$ cat config.mk
export PLATFORM = sky130hd
export DESIGN_NAME = bcd_to_bin_seq
export DESIGN_NICKNAME = d
export VERILOG_FILES = /design/src/rtl/bcd_pkg.sv /design/src/rtl/bcd_nibble_adj.sv /design/src/rtl/bcd_to_bin_seq.sv
export SDC_FILE = /design/constraint.sdc
export NUM_CORES = 1
export LEC_CHECK = 0
export ABC_AREA = 1
export BUFFER_PORTS_ARGS = -buffer_cell sky130_fd_sc_hd__buf_2
export CORE_MARGIN = 2
export CORE_UTILIZATION = 52
export CTS_CLUSTER_SIZE = 16
export DETAILED_ROUTE_END_ITERATION = 12
export PLACE_DENSITY = 0.82
export SYNTH_ARGS = -nofsm -noshare
export SYNTH_HDL_FRONTEND = slang
export SYNTH_SLANG_ARGS = --single-unit
$ cat constraint.sdc
create_clock -name clk -period 3.7 [get_ports clk]
set_clock_uncertainty 0.2 [all_clocks]
set_input_delay 0.555 -clock clk [delete_from_list [all_inputs] [get_ports clk]]
set_output_delay 0.555 -clock clk [all_outputs]
set_load 0.02 [all_outputs]
$ cat src/rtl/bcd_pkg.sv
// Shared types and width helpers for the BCD <-> binary converter pair.
package bcd_pkg;

  // Conversion sequencer states.
  typedef enum logic [1:0] {
    IDLE  = 2'd0,
    SHIFT = 2'd1,
    DONE  = 2'd2
  } conv_state_e;

  // MSB index of the packed BCD word that holds any W-bit binary value.
  function automatic int unsigned bcd_msb(input int unsigned w);
    return w + (w - 4) / 3;
  endfunction

  // Nibble count after zero-extending the BCD word to a multiple of 4 bits.
  function automatic int unsigned nibbles(input int unsigned w);
    return (bcd_msb(w) + 4) / 4;
  endfunction

endpackage

$ cat src/rtl/bcd_nibble_adj.sv
// One reverse-double-dabble digit correction: a nibble of 8 or more
// came from a shifted-in tens bit and is brought back into 0..9 by subtracting 3.
module bcd_nibble_adj (
  input  logic [3:0] nib,
  output logic [3:0] adj
);

  // Subtract 3 (4-bit wrap) when the nibble is 8 or above.
  assign adj = (nib >= 4'd8) ? (nib - 4'd3) : nib;

endmodule

$ cat src/rtl/bcd_to_bin_seq.sv
// Iterative packed-BCD to binary converter, one shift/adjust step per clock.
// Inverse of the combinational binary-to-BCD converter; valid/ready on both sides.
module bcd_to_bin_seq
  import bcd_pkg::*;
#(
  parameter int unsigned W     = 19,
  parameter int unsigned BCD_W = bcd_msb(W)
) (
  input  logic           clk,
  input  logic           rst,
  input  logic           in_valid,
  output logic           in_ready,
  input  logic [BCD_W:0] in_bcd,
  output logic           out_valid,
  input  logic           out_ready,
  output logic [W-1:0]   out_bin,
  output logic           out_err,
  output logic           out_ovf
);

  localparam int unsigned ND = (BCD_W + 4) / 4;
  localparam int unsigned BW = 4 * ND;
  localparam int unsigned CW = (W > 1) ? $clog2(W) : 1;

  conv_state_e   state;
  logic [BW-1:0] bcd_r;
  logic [W-1:0]  bin_r;
  logic          err_r;
  logic [CW-1:0] cnt;

  logic [BW-1:0]   in_ext;
  logic            err_in;
  logic [BW+W-1:0] shifted;
  logic [BW-1:0]   bcd_sh;
  logic [BW-1:0]   bcd_nxt;
  logic [W-1:0]    bin_nxt;

  // Accept a new word only while idle; decoded from state alone.
  assign in_ready = (state == IDLE);

  // Zero-extend the input so every nibble is 4 bits wide.
  assign in_ext = BW'(in_bcd);

  // Flag any full input nibble above 9; the partial top nibble is exempt.
  always_comb begin
    err_in = 1'b0;
    for (int k = 0; k < int'(ND) - 1; k++) begin
      if (in_ext[4*k +: 4] > 4'd9) begin
        err_in = 1'b1;
      end
    end
  end

  // Shift the combined work register right by one place.
  assign shifted = {bcd_r, bin_r} >> 1;
  assign bcd_sh  = shifted[BW+W-1:W];
  assign bin_nxt = shifted[W-1:0];

  // Per-digit correction after the shift.
  for (genvar g = 0; g < int'(ND); g++) begin : gen_adj
    bcd_nibble_adj u_adj (
      .nib (bcd_sh[4*g +: 4]),
      .adj (bcd_nxt[4*g +: 4])
    );
  end

  // Sequencer, work registers and registered result.
  always_ff @(posedge clk) begin
    if (rst) begin
      state     <= IDLE;
      bcd_r     <= '0;
      bin_r     <= '0;
      err_r     <= 1'b0;
      cnt       <= '0;
      out_valid <= 1'b0;
      out_bin   <= '0;
      out_err   <= 1'b0;
      out_ovf   <= 1'b0;
    end else begin
      case (state)
        IDLE: begin
          if (in_valid) begin
            bcd_r <= in_ext;
            bin_r <= '0;
            err_r <= err_in;
            cnt   <= '0;
            state <= SHIFT;
          end
        end
        SHIFT: begin
          bcd_r <= bcd_nxt;
          bin_r <= bin_nxt;
          cnt   <= cnt + CW'(1);
          if (cnt == CW'(W - 1)) begin
            // Anything left in the BCD half means the value did not fit in W bits.
            out_bin   <= bin_nxt;
            out_ovf   <= |bcd_nxt;
            out_err   <= err_r;
            out_valid <= 1'b1;
            state     <= DONE;
          end
        end
        DONE: begin
          if (out_ready) begin
            out_valid <= 1'b0;
            state     <= IDLE;
          end
        end
        default: begin
          state <= IDLE;
        end
      endcase
    end
  end

endmodule

==> flow_summary.yaml <==
logic_synthesis:
  synth_fa_ha_area_share_pct: 4.92
  muxShareOfSynthArea_pct: 0
  syn_area_um2: 3560
  synth_top_family_by_area: "simple AND/OR/NAND/NOR gates"
  synth_nets: 568
  synth_cell_types: 25
  yosysWarningCount: 0
  synth_top_area_share_pct: 41.0
  ys_seq_area_share_pct: 41.0
  synth_area_leaders: "dfxtp_1 (41%), nand2_1 (23%), a21oi_1 (6.5%)"
  netlist_instances: 525
  ys_ff_latch: 73
  synthSimpleGateAreaFrac_pct: 29.6
  syn_avg_cell_area_um2: 6.79
  synth_xor_area_share_pct: 0
  synth_compound_area_share_pct: 14.4
  synth_top_cell_by_area: "dfxtp_1"
timing:
  finalMaxSlewViolations: 0
  worst_slack_ps: 1670
  final.setup.tns_ps: 0
  finalHoldViolCount: 0
  setup_viol_count_final: 0
  finalCritPeriodShare_pct: 54.8
  tightest_slew_ps: 800
  fmax_mhz: 493
  max_slew_margin_pct: 46.4
  fin_crit_ps: 2030
  rsz0062_at_grt: "false"
floorplan:
  die_w_um: 86.8
  start_util_pct: 53.0
  die_y_um: 86.8
  dieArea_um2: 7530
  num_io_pins: 52
  fp-row-count: 30
  core_area_um2: 6720
global_route:
  antenna_found_initial: 0
  track_usage_pct: 22.5
  grt_pass1_vias: 3212
  grt_pass1_wl_um: 13600
  grt_max_degree: 46
  overflow: 0
clocking:
  cts_tree: "done"
  cts-htree-levels: 3
  cts.sinks: 73
  cts_resized: 0
  clock_path_buffers: 2
  clk_pin_slew_ps: 70
  cts_hold_buf: 0
  numCtsBuffers: 9
  clock-root-buffer: "clkbuf_8"
  clkLatencyLatePin_ps: 350
  postCtsSetupBuffers: 0
final_layout:
  antenna_cells: 0
  finalNetCount: 611
  final_common_cell: "nand2_1"
  multi_input_area_um2: 1740
  fillers: 596
  layout_common_cells: "nand2_1 (215), dfxtp_1 (73), inv_1 (56)"
  drive_gt1_share_pct: 13.4
  syn2layout_area_growth_pct: 13.5
  final_cells: 653
  regArea_um2: 1460
  fin_util_pct: 60.2
placed_design:
  pre_cts_ws_ps: 1660
  gp_congestion: 0.817
  port_buffers: 51
  dp_cells: 637
  hpwl_um: 5330
route:
  ant_nets: 0
  via_per_inst: 5.14
  drc: 0
  drt-wirelength-per-cell_um: 12.3
  wirelength_um: 8010
  first_iter_violations: 172
  vias: 3356
  drt_first_pass_iters: 5
power:
  peakVddDrop_uv: 228
  p_leak_nw: 1.84
  power_density_nw_per_um2: 447
  p_total_mw: 1.81
setup_path:
  r2r_cells: 8
  crit_arrival_ps: 2070
  critPathMaxFanout: 23
  start_kind: "register"
  critPathKind: "register to register"
  cp_data_required_time_ps: 3740
  critPathCaptureType: "register"
hold_path:
  worstHoldPathType: "input pin to register"
  whs_path_depth: 3
status:
  outcome: "finished, final reports clean"
job:
  max-cap-violations: 0
==> metrics by stage <==
stage / cell area, um2 / hold WS (ps)
2_1_floorplan: 3560 / 236
3_5_place_dp: 3800 / 250
5_1_grt: 4050 / 279
3_3_place_gp: 3800 / 248
4_1_cts: 4050 / 243
6_report: 4050 / 252
==> state kept, by name, summed over array words and instances (netlist names) <==
| register | flops |
|---|---|
| bcd_r | 25 |
| out_bin | 19 |
| bin_r | 18 |
| cnt | 5 |
| state | 2 |
| err_r | 1 |
| out_err | 1 |
| out_ovf | 1 |
| out_valid | 1 |
==> logic make-up (layout without fill, tap and decap cells) <==
family / count (synthesis) / after routing
compound gates: 91 / 91
simple gates: 266 / 266
fa+ha+maj: 14 / 14
buf+inv: 81 / 129
flops: 73 / 73
==> layer usage <==
metal / track usage, % / vias to the layer above / routed length [um]
met3: 5.05 / 16 / 390
met4: 10.1 / 0 / 139
met5: 0 / - / 0
met2: 37.3 / 83 / 3910
met1: 27.9 / 1527 / 3570
li1: - / 1730 / -
==> critical path, stage by stage, from the launching register on <==
cell and delay, ps:
dfxtp_1 390, ha_1 170, nand2_1 50, inv_1 50, nand2_1 90, nor2_4 440
inv_2 300, nor2_1 160, nor2_1 60
==> power breakdown <==
group | switching, mW | internal (mW) | leakage, nW
logic | 0.142 | 0.0701 | 1.13
clock network | 0.305 | 0.452 | 0.117
registers | 0.0282 | 0.810 | 0.593
total | 0.475 | 1.33 | 1.84
==> worst paths after layout <==
kind                                         startpoint  slack [ps]                 endpoint
worst max-delay path                cnt[1]$_SDFFE_PP0P_        1670  out_bin[0]$_SDFFE_PP0P_
worst min-delay path                         in_bcd[24]         250   bcd_r[24]$_SDFFE_PP0P_
worst max register to register      cnt[1]$_SDFFE_PP0P_        1670  out_bin[0]$_SDFFE_PP0P_
worst min register to register  out_bin[6]$_SDFFE_PP0P_         260  out_bin[6]$_SDFFE_PP0P_
==> cells in the mapped netlist <==
library cell,instances
a211oi_1,1
a21oi_1,46
a31oi_1,4
buf_1,1
buf_2,9
buf_6,5
clkbuf_1,5
clkinv_1,1
dfxtp_1,73
ha_1,14
inv_1,56
inv_2,2
inv_4,2
nand2_1,215
nand2_4,3
nand3_1,15
nand4_1,1
nor2_1,28
nor2_2,1
nor2_4,1
nor3_1,1
o211ai_1,20
o21ai_0,19
o21ai_1,1
or2_2,1
==> final cells by class <==
class / count / share of cell area [%]
clock buffer: 10 / 3.15
clock inverter: 6 / 2.85
inverter: 61 / 5.78
multi-input combinational: 371 / 43.1
sequential: 73 / 36.1
tap: 80 / 2.47
timing repair buffer: 52 / 6.50
(Power assumes the default switching activity.)
